## src/rtl/mole_scorer.sv

```systemverilog
// Whack-a-mole scorer: latches the mole pattern each round, debounces the player buttons,
// and keeps a saturating BCD hit score and a binary miss count.
module mole_scorer #(
  parameter int unsigned DEBOUNCE_CYCLES = 4,
  parameter int unsigned ROUND_CYCLES    = 20
) (
  input  logic       clk,
  input  logic       rst,
  input  logic       EN,
  input  logic [7:0] mole_n,
  input  logic [7:0] btn_n,
  output logic [7:0] led_n,
  output logic [7:0] score,
  output logic [3:0] misses,
  output logic       hit,
  output logic       miss,
  output logic       round_done,
  output logic       busy
);

  localparam logic [1:0] StIdle = 2'd0;
  localparam logic [1:0] StArm  = 2'd1;
  localparam logic [1:0] StWait = 2'd2;
  localparam logic [1:0] StEnd  = 2'd3;

  localparam logic [3:0] DebTarget = 4'(DEBOUNCE_CYCLES);
  localparam logic [7:0] TimerLoad = 8'(ROUND_CYCLES - 1);

  logic [7:0] sync1_q, sync2_q;
  logic [3:0] cnt_q [8];
  logic [7:0] pressed, pressed_q, pe;

  logic [1:0] state_q, state_d;
  logic [7:0] mask_q, mask_d;
  logic [7:0] timer_q, timer_d;
  logic [7:0] score_q, score_d;
  logic [3:0] misses_q, misses_d;
  logic       hit_q, hit_d;
  logic       miss_q, miss_d;
  logic [7:0] hits, strays;

  function automatic logic [3:0] popcount8(input logic [7:0] v);
    logic [3:0] c;
    c = 4'd0;
    for (int i = 0; i < 8; i++) begin
      c = c + {3'd0, v[i]};
    end
    return c;
  endfunction

  // n is at most 8, so the units digit can carry at most once.
  function automatic logic [7:0] bcd_add(input logic [7:0] s, input logic [3:0] n);
    logic [4:0] u;
    logic [4:0] t;
    u = {1'b0, s[3:0]} + {1'b0, n};
    t = {1'b0, s[7:4]};
    if (u > 5'd9) begin
      u = u - 5'd10;
      t = t + 5'd1;
    end
    if (t > 5'd9) begin
      return 8'h99;
    end
    return {t[3:0], u[3:0]};
  endfunction

  // Buttons idle high, so the synchronisers reset to all ones.
  always_ff @(posedge clk) begin
    if (rst) begin
      sync1_q   <= 8'hFF;
      sync2_q   <= 8'hFF;
      pressed_q <= 8'h00;
      for (int i = 0; i < 8; i++) begin
        cnt_q[i] <= 4'd0;
      end
    end else begin
      sync1_q   <= btn_n;
      sync2_q   <= sync1_q;
      pressed_q <= pressed;
      for (int i = 0; i < 8; i++) begin
        if (sync2_q[i]) begin
          cnt_q[i] <= 4'd0;
        end else if (cnt_q[i] != 4'hF) begin
          cnt_q[i] <= cnt_q[i] + 4'd1;
        end
      end
    end
  end

  always_comb begin
    pressed = 8'h00;
    for (int i = 0; i < 8; i++) begin
      pressed[i] = (cnt_q[i] == DebTarget);
    end
  end

  assign pe     = pressed & ~pressed_q;
  assign hits   = pe & mask_q;
  assign strays = pe & ~mask_q;

  always_comb begin
    state_d  = state_q;
    mask_d   = mask_q;
    timer_d  = timer_q;
    score_d  = score_q;
    misses_d = misses_q;
    hit_d    = 1'b0;
    miss_d   = 1'b0;
    unique case (state_q)
      StIdle: begin
        if (EN) begin
          state_d = StArm;
        end
      end
      StArm: begin
        if (!EN) begin
          state_d = StIdle;
        end else begin
          mask_d = ~mole_n;
          if (mole_n != 8'hFF) begin
            timer_d = TimerLoad;
            state_d = StWait;
          end
        end
      end
      StWait: begin
        if (!EN) begin
          state_d = StIdle;
        end else begin
          if (hits != 8'h00) begin
            mask_d  = mask_q & ~hits;
            score_d = bcd_add(score_q, popcount8(hits));
            hit_d   = 1'b1;
          end
          if (strays != 8'h00) begin
            if (misses_q != 4'hF) begin
              misses_d = misses_q + 4'd1;
            end
            miss_d = 1'b1;
          end
          if (mask_d == 8'h00 || timer_q == 8'd0) begin
            state_d = StEnd;
          end else begin
            timer_d = timer_q - 8'd1;
          end
        end
      end
      StEnd: begin
        state_d = EN ? StArm : StIdle;
      end
      default: state_d = StIdle;
    endcase
  end

  always_ff @(posedge clk) begin
    if (rst) begin
      state_q  <= StIdle;
      mask_q   <= 8'h00;
      timer_q  <= 8'd0;
      score_q  <= 8'h00;
      misses_q <= 4'd0;
      hit_q    <= 1'b0;
      miss_q   <= 1'b0;
    end else begin
      state_q  <= state_d;
      mask_q   <= mask_d;
      timer_q  <= timer_d;
      score_q  <= score_d;
      misses_q <= misses_d;
      hit_q    <= hit_d;
      miss_q   <= miss_d;
    end
  end

  assign led_n      = (state_q == StWait) ? ~mask_q : 8'hFF;
  assign busy       = (state_q == StWait);
  assign round_done = (state_q == StEnd);
  assign score      = score_q;
  assign misses     = misses_q;
  assign hit        = hit_q;
  assign miss       = miss_q;

endmodule

```

## config.mk

```make
export PLATFORM = sky130hd
export DESIGN_NAME = mole_scorer
export DESIGN_NICKNAME = d
export VERILOG_FILES = /design/src/rtl/mole_scorer.sv
export SDC_FILE = /design/constraint.sdc
export NUM_CORES = 1
export LEC_CHECK = 0
export ABC_CLOCK_PERIOD_IN_PS = 5900
export CELL_PAD_IN_SITES_DETAIL_PLACEMENT = 0
export CELL_PAD_IN_SITES_GLOBAL_PLACEMENT = 2
export CORE_MARGIN = 10
export CORE_UTILIZATION = 37
export CTS_CLUSTER_SIZE = 14
export DETAILED_ROUTE_END_ITERATION = 6
export GPL_TIMING_DRIVEN = 1
export PLACE_DENSITY_LB_ADDON = 0.1
export RECOVER_POWER = 100
export SLEW_MARGIN = 5
export SYNTH_ARGS = -nofsm -noshare
export SYNTH_HDL_FRONTEND = slang
export SYNTH_SLANG_ARGS = --single-unit
export TNS_END_PERCENT = 20
```

## constraint.sdc

```tcl
create_clock -name clk -period 5.9 [get_ports clk]
set_clock_uncertainty 0.2 [all_clocks]
set_input_delay 0.59 -clock clk [delete_from_list [all_inputs] [get_ports clk]]
set_output_delay 0.59 -clock clk [all_outputs]
set_load 0.005 [all_outputs]
```

==> results.md <==
* Initial antenna violation count at 0
* Async set-or-reset flop fraction in the synthesized netlist at 0
* DRC at 0
* Max incr delay on CP at 520 ps
* Antenna cell count at 0
* Die H at 133 um
* Detail Route Antenna Nets at 0
* Hold Crit Class: reg2reg
* CP most frequent cell: fa_1
* Clock-pin slew on the worst setup and hold paths at 60 ps
* Die width at 133 um
* Fin. max-slew vios at 48
* Gate Count Post-Synth at 479
* R2R depth at 17
* Startpoint Class: flop
* Global Route Usage Sum at 0.125
* Setup CP Type: reg2reg
* Initial DRC Count at 110
* Post-Layout Inst Area at 5500 um^2
* Failing checks: capacitance limit, slew limit
* Drt total wl at 10700 um
* Sw Ratio at 0.231
* Pre-antenna DRT Iters at 4
* Die area at 17600 um^2
* # Post-CTS Setup Buffers at 0
* Crit path DAT at 5410 ps
* Final Hold Viols at 0
* I/O pin count at 43
* Status: finished, violations left
* Vias in the first global route at 3606
* CTS tree: built
* Data required, critical path at 5940 ps
* Critical path capture point type: flop
* Hold buffer count at cts at 0
* Synth Area per Inst at 9.78 um^2
* Worst-path cell chain: inv_1, ha_1, nor4bb_1, nand2_1, fa_1, fa_1, fa_1, fa_1, inv_1, fa_1, xor2_1, nor2_1, o31ai_4, a21oi_1, o21ai_2, nand2_1, o221a_1
* # setup viols final at 0
* Slew HR at -0.253
* Power Dens Cells at 226 nW/um^2
* Worst path depth at 17
* Sw power at 0.287 mW
* # fillers at 1272
* PortBufs at 42
* Largest net degree at the start of global routing at 48
* Worst Max-Slew Pin Slew at 1880 ps
* Nets@finish at 569
* Worst-Skew Late Latency at 340 ps
* Crit Path Max Fanout at 13
* Ys Warns at 0
* Post-synth net total at 530
* Routability cong. at 0.802
* Wire length per cell at 15.4 um
* H-tree depth at 3
* Reg power frac at 0.522
* Slowest-stage cell, CP: fa_1
* TritonCTS buffer count at 9
* Synth cell types at 59
* Area grow syn2layout at 17.3%
* Max Fclk at 186 MHz
* Mapped Area at 4690 um^2
* Bufs on Longest Clock Path at 2
* DP Area at 5260 um^2
* CP delay by family, top: adder cells
* Seq/Total Area, Yosys at 0.444
* Via count at 3533
* Logic pwr share at 0.057
* Number of enable flip-flop cells after synthesis at 32
* RSZ-0062 raised after global routing: false
* Final period utilization at 0.910
* Clock sink total at 88
* Clock share of power at 0.422
* Cell depth of the worst hold path at 1
* Hold slack at 208 ps
* Max Cap Viol at 1
* Hpwl dp at 7880 um
* Peak VDD IR at 0.148 mV
* Ratio of cells with drive above 1 in the final layout at 0.0727
* Post-synth top flop: dfxtp_1
* First-pass GRT wire length at 17900 um
* Initial core utilization at 0.374
* Post-route setup TNS at 0 ps
* Area of the core at 12500 um^2
* Pleak at 2.15 nW
* GR Overflow Total at 0
* Buf/Inv on CP at 2
* Seq cells post-synth at 88
* Post-layout minimum cycle time at 5370 ps
* Post_cts resized at 0
* CTS root buffer: clkbuf_16
* Multi-input gate area at 2400 um^2
* FF+latch area at 2080 um^2
* Internal power at 0.955 mW
* # rows at 41
* Routed vias/inst at 5.08
-- power groups by stage --
stage / Clock (mW) / Combinational [mW] / Sequential (mW)
global route: 0.573 / 0.0791 / 0.650
finish: 0.524 / 0.0704 / 0.648
detailed placement: 0 / 0.0731 / 0.662
global placement: 0 / 0.0735 / 0.661
floorplan: 0 / 0.0489 / 0.656
CTS: 0.544 / 0.0735 / 0.648
-- cell usage in the layout (no fill, tap or decap), types with 5 or more instances in the layout --
cell / n
or3_1: 10
dlygate4sd3_1: 23
clkdlybuf4s50_1: 18
o21ai_0: 14
nor3_1: 11
a22o_1: 8
nor2_1: 52
a21oi_1: 19
fa_1: 5
nor4bb_1: 16
xnor2_1: 16
dfxtp_1: 56
nand2_1: 44
inv_1: 30
nand4bb_1: 5
xor2_1: 12
and3_1: 13
ha_1: 27
clkbuf_16: 9
a22oi_1: 6
or2_2: 16
nand3_1: 17
edfxtp_1: 32
nand4_1: 7
-- routing by layer --
layer / share of wire / GRT usage / vias up / wire length [um]
met1: 0.47 / 0.151 / 1683 / 5040
met3: 0.034 / 0.0307 / 15 / 363
li1: - / - / 1791 / -
met4: 0.015 / 0.0458 / 0 / 158
met2: 0.48 / 0.209 / 44 / 5120
met5: 0 / 0 / - / 0
-- path summary, 6_finish.rpt --
path / startpoint / end / slack, ps
max: cnt_q[0][8] / score[3] / 530
min: sync1_q[7] / sync2_q[7] / 210
max reg2reg: cnt_q[0][8] / score[3] / 530
min reg2reg: sync1_q[7] / sync2_q[7] / 210
-- per-stage QoR --
step / std cells / power, mW / util / worst slack [ps]
detailed placement: 679 / 0.735 / 0.420 / 548
CTS: 695 / 1.27 / 0.441 / 528
floorplan: 479 / 0.705 / - / 1060
global placement: 679 / 0.735 / 0.420 / 679
global route: 695 / 1.30 / 0.439 / 121
finish: 695 / 1.24 / 0.439 / 532
-- layout make-up --
type / count / area share
clock inverters: 5 / 0.00592
clock buffers: 11 / 0.0423
multi-input cells: 346 / 0.437
flip-flops and latches: 88 / 0.379
inverters: 30 / 0.0205
repair buffers: 43 / 0.0760
well taps: 172 / 0.0392
-- Yosys cell counts (3+ instances only) --
master      n  area, um^2
a21oi_1    19        95.1
a22o_1      8        70.1
a22oi_1     6        45.0
and2_1      3        18.8
and3_1     12        75.1
clkbuf_1   10        37.5
dfxtp_1    56        1120
edfxtp_1   32         961
fa_1        5         100
ha_1       27         338
inv_1      30         113
nand2_1    43         161
nand3_1    17        85.1
nand4_1     7        43.8
nand4bb_1   5        56.3
nor2_1     52         195
nor3_1     11        55.1
nor4bb_1   16         160
o21ai_0    13        65.1
o22ai_1     4        25.0
or2_2      17         106
or3_1      10        62.6
or4bb_1     3        33.8
xnor2_1    16         140
xor2_1     12         105
-- flip-flops by register name, indices dropped and copies added (netlist names) --
name,flops
pressed_q,8
mask_q,8
misses,4
score,8
state_q,2
cnt_q,32
sync1_q,8
miss,1
hit,1
sync2_q,8
timer_q,8
-- kinds of logic after synthesis --
family	after synthesis	share of synthesized area
and+or+nand+nor	208	0.249
AOI/OAI and AO/OA	76	0.119
muxes	2	0.00427
xor gates and xnor gates	28	0.0523
adders and majority gates	32	0.0935
buffers and inverters	45	0.0382
DFF	88	0.444
(Power assumes the default switching activity.)
